[src/rtl/fp_arb_pkg.sv]
// Shared definitions for the fp_adder arbiter: data widths, the default
// watchdog limit and the sequencer state encoding.
package fp_arb_pkg;

    localparam int DATA_W          = 32;
    localparam int FLAGS_W         = 5;
    localparam int DEFAULT_TIMEOUT = 64;

    typedef enum logic [1:0] {
        ST_IDLE  = 2'd0,
        ST_ISSUE = 2'd1,
        ST_WAIT  = 2'd2,
        ST_RESP  = 2'd3
    } state_t;

endpackage

[src/rtl/fp_adder_arbiter_rr_pick.sv]
// Round-robin pick: finds the first asserted request at or above ptr,
// wrapping past N_REQ-1 back to 0.
// Ports:
//   req   - request vector
//   ptr   - search start index (always < N_REQ)
//   grant - one-hot winner, all zero when no request is asserted
//   gidx  - index of the winner, 0 when no request is asserted
module rr_pick #(
    parameter int N_REQ = 4,
    parameter int IDX_W = 2
) (
    input  logic [N_REQ-1:0] req,
    input  logic [IDX_W-1:0] ptr,
    output logic [N_REQ-1:0] grant,
    output logic [IDX_W-1:0] gidx
);

    logic             found;
    logic [IDX_W:0]   idx_ext;

    always_comb begin
        grant   = '0;
        gidx    = '0;
        found   = 1'b0;
        idx_ext = '0;
        for (int off = 0; off < N_REQ; off++) begin
            idx_ext = {1'b0, ptr} + (IDX_W+1)'(off);
            // ptr < N_REQ, so a single subtraction is enough to wrap.
            if (idx_ext >= (IDX_W+1)'(N_REQ)) begin
                idx_ext = idx_ext - (IDX_W+1)'(N_REQ);
            end
            if (!found && req[idx_ext[IDX_W-1:0]]) begin
                found                       = 1'b1;
                grant[idx_ext[IDX_W-1:0]]   = 1'b1;
                gidx                        = idx_ext[IDX_W-1:0];
            end
        end
    end

endmodule

[src/rtl/fp_adder_arbiter.sv]
// Shares one fp_adder between N_REQ requesters. A round-robin grant is taken
// in IDLE, operands are latched, a single start pulse is issued, the adder's
// valid_out is awaited under a watchdog and the result is returned to the
// granted requester.
//
// Handshakes: a transfer happens on a rising clk edge where both valid and
// ready are high. req_ready is only offered in IDLE, to the granted
// requester; resp_valid stays asserted with stable result/flags/timeout until
// the granted requester's resp_ready is seen.
//
// Ports:
//   clk, rst                      - clock, synchronous active-high reset
//   req_valid/req_ready           - per-requester request handshake
//   req_op_a/req_op_b             - packed operands, requester i at [32i+31:32i]
//   req_mode_fp/req_round_mode    - per-requester adder controls
//   resp_valid/resp_ready         - one-hot response handshake
//   resp_result/flags/timeout     - response payload
//   adder_*                       - connection to the shared fp_adder
//   dbg_state/dbg_rr_ptr          - sequencer state and round-robin pointer
module fp_adder_arbiter
    import fp_arb_pkg::*;
#(
    parameter int N_REQ   = 4,
    parameter int TIMEOUT = DEFAULT_TIMEOUT,
    localparam int IDX_W  = (N_REQ > 1) ? $clog2(N_REQ) : 1,
    localparam int CNT_W  = (TIMEOUT > 1) ? $clog2(TIMEOUT) : 1
) (
    input  logic                      clk,
    input  logic                      rst,
    input  logic [N_REQ-1:0]          req_valid,
    output logic [N_REQ-1:0]          req_ready,
    input  logic [DATA_W*N_REQ-1:0]   req_op_a,
    input  logic [DATA_W*N_REQ-1:0]   req_op_b,
    input  logic [N_REQ-1:0]          req_mode_fp,
    input  logic [N_REQ-1:0]          req_round_mode,
    output logic [N_REQ-1:0]          resp_valid,
    input  logic [N_REQ-1:0]          resp_ready,
    output logic [DATA_W-1:0]         resp_result,
    output logic [FLAGS_W-1:0]        resp_flags,
    output logic                      resp_timeout,
    output logic                      adder_start,
    output logic [DATA_W-1:0]         adder_op_a,
    output logic [DATA_W-1:0]         adder_op_b,
    output logic                      adder_mode_fp,
    output logic                      adder_round_mode,
    output logic                      adder_ready,
    input  logic                      adder_valid,
    input  logic [DATA_W-1:0]         adder_result,
    input  logic [FLAGS_W-1:0]        adder_flags,
    output state_t                    dbg_state,
    output logic [IDX_W-1:0]          dbg_rr_ptr
);

    state_t             state, state_n;
    logic [IDX_W-1:0]   rr_ptr;
    logic [IDX_W-1:0]   g_q;
    logic [CNT_W-1:0]   cnt;
    logic [N_REQ-1:0]   grant;
    logic [IDX_W-1:0]   gidx;
    logic               timeout_hit;
    logic               resp_hs;

    logic [DATA_W-1:0]  op_a_arr [N_REQ];
    logic [DATA_W-1:0]  op_b_arr [N_REQ];

    for (genvar i = 0; i < N_REQ; i++) begin : g_unpack
        assign op_a_arr[i] = req_op_a[i*DATA_W +: DATA_W];
        assign op_b_arr[i] = req_op_b[i*DATA_W +: DATA_W];
    end

    rr_pick #(
        .N_REQ (N_REQ),
        .IDX_W (IDX_W)
    ) u_rr_pick (
        .req   (req_valid),
        .ptr   (rr_ptr),
        .grant (grant),
        .gidx  (gidx)
    );

    assign timeout_hit = (cnt == CNT_W'(TIMEOUT - 1));
    // Only the granted requester's resp_ready completes the response.
    assign resp_hs     = resp_ready[g_q];

    always_comb begin
        state_n     = state;
        req_ready   = '0;
        resp_valid  = '0;
        adder_start = 1'b0;
        adder_ready = 1'b0;
        case (state)
            ST_IDLE: begin
                req_ready = grant;
                if (|req_valid) state_n = ST_ISSUE;
            end
            ST_ISSUE: begin
                adder_start = 1'b1;
                state_n     = ST_WAIT;
            end
            ST_WAIT: begin
                adder_ready = 1'b1;
                if (adder_valid || timeout_hit) state_n = ST_RESP;
            end
            ST_RESP: begin
                resp_valid = N_REQ'(1) << g_q;
                if (resp_hs) state_n = ST_IDLE;
            end
            default: state_n = ST_IDLE;
        endcase
    end

    always_ff @(posedge clk) begin
        if (rst) begin
            state            <= ST_IDLE;
            rr_ptr           <= '0;
            g_q              <= '0;
            cnt              <= '0;
            resp_result      <= '0;
            resp_flags       <= '0;
            resp_timeout     <= 1'b0;
            adder_op_a       <= '0;
            adder_op_b       <= '0;
            adder_mode_fp    <= 1'b0;
            adder_round_mode <= 1'b0;
        end else begin
            state <= state_n;
            case (state)
                ST_IDLE: begin
                    if (|req_valid) begin
                        g_q              <= gidx;
                        adder_op_a       <= op_a_arr[gidx];
                        adder_op_b       <= op_b_arr[gidx];
                        adder_mode_fp    <= req_mode_fp[gidx];
                        adder_round_mode <= req_round_mode[gidx];
                    end
                end
                ST_ISSUE: begin
                    cnt <= '0;
                end
                ST_WAIT: begin
                    cnt <= cnt + CNT_W'(1);
                    // A real result on the last watchdog cycle beats the timeout.
                    if (adder_valid) begin
                        resp_result  <= adder_result;
                        resp_flags   <= adder_flags;
                        resp_timeout <= 1'b0;
                    end else if (timeout_hit) begin
                        resp_result  <= '0;
                        resp_flags   <= '0;
                        resp_timeout <= 1'b1;
                    end
                end
                ST_RESP: begin
                    if (resp_hs) begin
                        rr_ptr <= (g_q == IDX_W'(N_REQ - 1)) ? '0 : g_q + IDX_W'(1);
                    end
                end
                default: ;
            endcase
        end
    end

    assign dbg_state  = state;
    assign dbg_rr_ptr = rr_ptr;

endmodule

[config.mk]
export PLATFORM = sky130hd
export DESIGN_NAME = fp_adder_arbiter
export DESIGN_NICKNAME = d
export VERILOG_FILES = /design/src/rtl/fp_arb_pkg.sv /design/src/rtl/fp_adder_arbiter_rr_pick.sv /design/src/rtl/fp_adder_arbiter.sv
export SDC_FILE = /design/constraint.sdc
export NUM_CORES = 1
export LEC_CHECK = 0
export ABC_AREA = 1
export BUFFER_PORTS_ARGS = -buffer_cell sky130_fd_sc_hd__buf_2
export CORE_AREA = 5 5 163 165
export DETAILED_ROUTE_END_ITERATION = 8
export DIE_AREA = 0 0 168 170
export SLEW_MARGIN = 30
export SYNTH_ARGS = -nofsm -noshare
export SYNTH_HDL_FRONTEND = slang
export SYNTH_HIERARCHICAL = 1
export SYNTH_SLANG_ARGS = --single-unit
[constraint.sdc]
create_clock -name clk -period 2.7 [get_ports clk]
set_input_delay 0 -clock clk [delete_from_list [all_inputs] [get_ports clk]]
set_output_delay 0 -clock clk [all_outputs]
set_load 0.01 [all_outputs]
Yosys cells after proc, flatten, opt, wreduce, memory -nomap -nowiden
Index checks and enable logic that the tools add are counted.
W data, S select, Z words.
- bitwise logic cells: 4
- equal/unequal tests: 8
- $mul: 0
- shifts and indexed selects: 1
- reduce and logical (&&, ||, !) cells: 19
- add/subtract/negate cells: 9
- $lt $le $gt $ge: 15
- muxes and demuxes: 59
- div/mod/pow operators: 0
- operators by type and width (operator ; number):
    $mux W32 ; 6
    $bmux W32 S2 ; 2
    $mux W2 ; 12
    $mux W4 ; 6
    $lt A2 B3 Y1 const B ; 6
    $mux W1 ; 18
    $bmux W1 S2 ; 7
    $ge A3 B3 Y1 const B ; 4
    $or A4 B4 Y4 ; 3
    $pmux W6 S2 ; 1
    $mux W5 ; 2
    $demux W1 S2 ; 4
    $ge A2 B1 Y1 const B ; 4
    $pmux W2 S4 ; 1
    $sub A2 B1 Y2 const B ; 4
    $logic_and A1 B1 Y1 ; 7
    $add A2 B2 Y3 const B ; 2
    $add A6 B1 Y6 const B ; 1
    $eq A2 B2 Y1 const B ; 3
    $eq A6 B6 Y1 const B ; 1
    $ne A2 B2 Y1 const B ; 3
    $reduce_and A2 Y1 ; 3
    $reduce_bool A2 Y1 ; 2
    $reduce_or A4 Y1 ; 1
    10 further kinds ; 12
- register bits after elaboration: 116
- bits in latches: 0
- RAM bits: 0
- input port bits: 312
- memories: 0
- memory bits (read-only): 0

Logic depth before layout (Yosys ltp)
- word-level depth: 18
- mapped depth: 18

Hierarchy
The synthesis kept the hierarchy.
- modules (own cells, without submodules) (module ; cells each ; area each (µm²) ; times used):
    fp_adder_arbiter ; 946 ; 6216.0 ; 1
    rr_pick ; 82 ; 515.5 ; 1

Worst setup path before layout
Ideal clock, no wire load.
- kind: reg2reg
- start point: register rr_ptr[1], in the netlist dbg_rr_ptr[1]
- end point: register adder_op_a[0]
- setup slack: 0.203 ns
- arrival: 2.383 ns
- data required time: 2.585 ns
- setup time: 0.115 ns
- stages on the path, launching flop included: 18
- clock period less this slack: 2.497 ns
- cell sequence: dfxtp_1 -> bufinv_8 -> ha_1 -> inv_1 -> nand3_1 -> nand2_1 -> nand3_1 -> nor2_1 -> nor2_1 -> nor2_1 -> buf_6 -> inv_4 -> buf_6 -> buf_6 -> o21ai_1 -> o22ai_1 -> nor2_1 -> nor2_1
- cells in the longest elaborated chain, start to end: 18
- elaborated cells between the ends (all ways): 40
- classes of those cells: add/sub: 7; order compare: 4; mux: 22; bitwise: 1; reduce/logical: 6
- ends and longest elaborated chain (what ; RTL line ; source):
    start, declared ; fp_adder_arbiter.sv:55 ; logic [IDX_W-1:0] rr_ptr;
    start signal, assigned ; fp_adder_arbiter.sv:155 ; rr_ptr <= (g_q == IDX_W'(N_REQ - 1)) ? '0 : g_q + IDX_W'(1);
    parallel branches: the longest is 13 deep, another holds $add A2 B1 Y3 ; -- ;
    $mux W2 (*) ; fp_adder_arbiter_rr_pick.sv:32 ; if (!found && req[idx_ext[IDX_W-1:0]]) begin
    via gidx[0] ; fp_adder_arbiter.sv:59 ; logic [IDX_W-1:0] gidx;
    $not A2 Y3 (not written as such) (*) ; fp_adder_arbiter.sv:131 ; adder_op_a <= op_a_arr[gidx];
    $bmux W32 S2 (*) ; fp_adder_arbiter.sv:131 ;
    $mux W32 (not written as such) (*) (2 in a row) ; fp_adder_arbiter.sv:131 ;
    end signal, assigned ; fp_adder_arbiter.sv:131 ;
    end, declared ; fp_adder_arbiter.sv:42 ; output logic [DATA_W-1:0] adder_op_a,
Mark *: on every way through the listed nets, which the timed path passes. The select of a mux whose other input is x is not followed.
A chain may end at the register's enable or synchronous reset.

Worst setup path after layout
- start point: register rr_ptr[1], in the netlist dbg_rr_ptr[1]
- end point: register adder_op_a[3]
Same word-level chain as after synthesis.

==> impl_metrics.ini <==
[critical_path]
cpMostUsedCell = nor2_1
critPathLaunchType = register
cpPeakStageDelay_ns = 0.32
arrival_ns = 2.80
startpoint = dbg_rr_ptr[1]
path_class = reg2reg
crit_chain = bufinv_8, ha_4, nand3_1, nand2_1, nand3_1, nor2_2, nor2_1, nor2_4, buf_6, buf_12, clkbuf_16, o21ai_0, o22ai_1, nor2_1, nor2_1
cp-end-kind = register
worstPathMaxFanout = 17
critPathRequiredTime_ns = 3.04
cp_slowest_cell = dfxtp_1
r2r-start = dbg_rr_ptr[1]

[cts]
cts_tree = done
root_buffer = clkbuf_16
clk_latency_ns = 0.41
cts_made_buffers = 17
h-tree-depth = 4
cts_num_sinks = 116
clkTransAtPathRegs_ns = 0.06
clockBufferDepth = 2

[power_and_ir_drop]
total_power_mw = 10.7
power_density_mw_per_mm2 = 942
ir_drop_mv = 0.465
leakagePower_nw = 5.45

[sta]
setup_viol = 0
rsz0062_at_grt = false
fin_worst_skew_ns = 0.0158
drv_slew = 0
fin_crit_sh_pct = 90.9
tns_ns = 0
relSlewSlack_pct = 41.8
clock.fmax_mhz = 408
finalHoldViolations = 0
period_needed_ns = 2.45
worstMarginPinSlew_ns = 0.874

[place]
portBuffers = 429
dp_hpwl_um = 22700
routabilityCongestion = 0.931

[job]
max_cap_viol_count = 0

[routing]
dr.pass1.iters = 7
viasPerCell = 4.82
first_iter_violations = 545
drc = 0
postRouteAntennaNets = 0
wl_um = 32400
routed-via-count = 9253
wl_per_cell_um = 16.9

[logic_synthesis]
syn_area_mm2 = 0.00673
yosysSeqAreaShare_pct = 34.5
yosysUniqueCellTypes = 29
syn_avg_cell_area_um2 = 6.55
synth_fp_nets = 1355
synth_cells = 1028
yosysWarningCount = 6
postSynthRegisterBits = 116

[global_route]
antenna_found_initial = 6
grt_pass1_vias = 9029
grt_pass1_wl_um = 48300
grt_max_degree = 80
grt_util_all_layers_pct = 20.9
grt-ovfl-total = 0

[final_layout]
final_cell_mix = buf_2, nor2_1, dlygate4sd3_1, o21ai_0, nand2_1
layout-drive-gt1-share_pct = 32.3
fillers = 2458
mostFrequentLayoutCell = buf_2
final_nets = 1900
area_growth_pct = 68.2

[min_path]
hp-start = req_op_a[3]
hp-class = in2reg

[die]
dieWidth_um = 168
start_util_pct = 27.0
die_h_um = 170
core.rowCount = 58
die_area_mm2 = 0.0286
core_area_mm2 = 0.0249
design.portCount = 430

[run_status]
status = completed
[registers in the layout, indices dropped and copies added, names as in the netlist]
| name | count |
|---|---|
| g_q | 2 |
| cnt | 6 |
| adder_op_b | 32 |
| dbg_state | 2 |
| adder_mode_fp | 1 |
| adder_round_mode | 1 |
| resp_result | 32 |
| adder_op_a | 32 |
| resp_timeout | 1 |
| dbg_rr_ptr | 2 |
| resp_flags | 5 |
[kinds of logic (layout without fill, tap and decap cells)]
group | Yosys count | in the layout | synth area share (%)
AND/OR/NAND/NOR | 452 | 452 | 27.2
AO/OA/AOI/OAI | 326 | 326 | 25.6
other | 0 | 5 | 0
flip-flops | 116 | 116 | 34.5
buffers and inverters | 118 | 676 | 9.72
XOR/XNOR | 1 | 1 | 0.130
adder cells (fa/ha/maj) | 15 | 15 | 2.79
[worst paths after layout]
check	depth (start not counted)	slack (ns)	to
max	15	0.25	adder_op_a[3]
min	5	0.008	adder_op_a[3]
max reg2reg	15	0.25	adder_op_a[3]
min reg2reg	2	0.46	resp_result[25]
[layout make-up]
cell class	count	area (µm²)	share of cell area [%]
diodes	5	12.5	0.111
clock buffers	20	447	3.95
clock inverters	12	204	1.80
inverters	40	174	1.54
multi-input cells	794	3790	33.5
flip-flops and latches	116	2320	20.5
well taps	330	413	3.65
repair buffers	604	3950	34.9
[Yosys cell counts]
cell	n	area share [%]
nand3_4	1	0.26
nand2_4	2	0.33
o21ai_0	136	10
nor2_8	1	0.30
buf_6	18	3.0
nand4_1	3	0.28
a21boi_0	4	0.45
bufinv_8	1	0.26
xor2_1	1	0.13
inv_4	1	0.093
nand2_1	125	7.0
nand2_8	2	0.59
buf_2	22	1.6
a21oi_1	51	3.8
ha_1	15	2.8
nand2_2	4	0.37
inv_6	1	0.13
nor2_1	281	16
inv_1	33	1.8
clkbuf_2	1	0.074
nand3_1	31	2.3
buf_4	7	0.78
o21ai_1	69	5.1
inv_2	4	0.22
nor3_1	1	0.074
nor2_2	1	0.093
o22ai_1	66	6.1
dfxtp_1	116	34
clkbuf_1	30	1.7
[power by group]
| part | switching [mW] | internal (mW) |
|---|---|---|
| clock network | 0.868 | 1.67 |
| logic | 3.39 | 2.09 |
| registers | 0.333 | 2.32 |
[worst max-delay path, delay by kind of cell (launching register included)]
family | cells | cell delay (ns)
simple gates | 8 | 0.87
buf+inv | 4 | 0.62
flops | 1 | 0.32
compound gates | 2 | 0.29
fa+ha+maj | 1 | 0.28
[what timing repair did]
item | 4_1_cts | 5_1_grt
buffers inserted | 0 | 3
gates resized for setup | 0 | 10
hold buffers | 145 | 0
endpoints found under the setup margin | 0 | 66
endpoints found under the hold margin | 103 | 0
[metal layers]
layer,GRT usage (%),vias to the layer above,wire [µm]
li1,-,4533,-
met2,35.2,462,15400
met1,25.4,4169,13300
met3,5.11,87,2430
met5,0,-,13
met4,9.24,2,1260
[through the flow]
stage / util, % / hold slack [ns] / std cells / worst slack (ns) / area [µm²]
2_1_floorplan: - / 0.147 / 1028 / 0.203 / 6730
3_3_place_gp: 36.5 / 0.256 / 1734 / 0.0649 / 9090
3_5_place_dp: 36.5 / 0.261 / 1734 / 0.0297 / 9090
4_1_cts: 45.0 / 0.000242 / 1911 / 0.0142 / 11200
5_1_grt: 45.5 / 0.00267 / 1921 / 0.0558 / 11300
6_report: 45.5 / 0.00809 / 1921 / 0.247 / 11300
(Power assumes the default switching activity.)
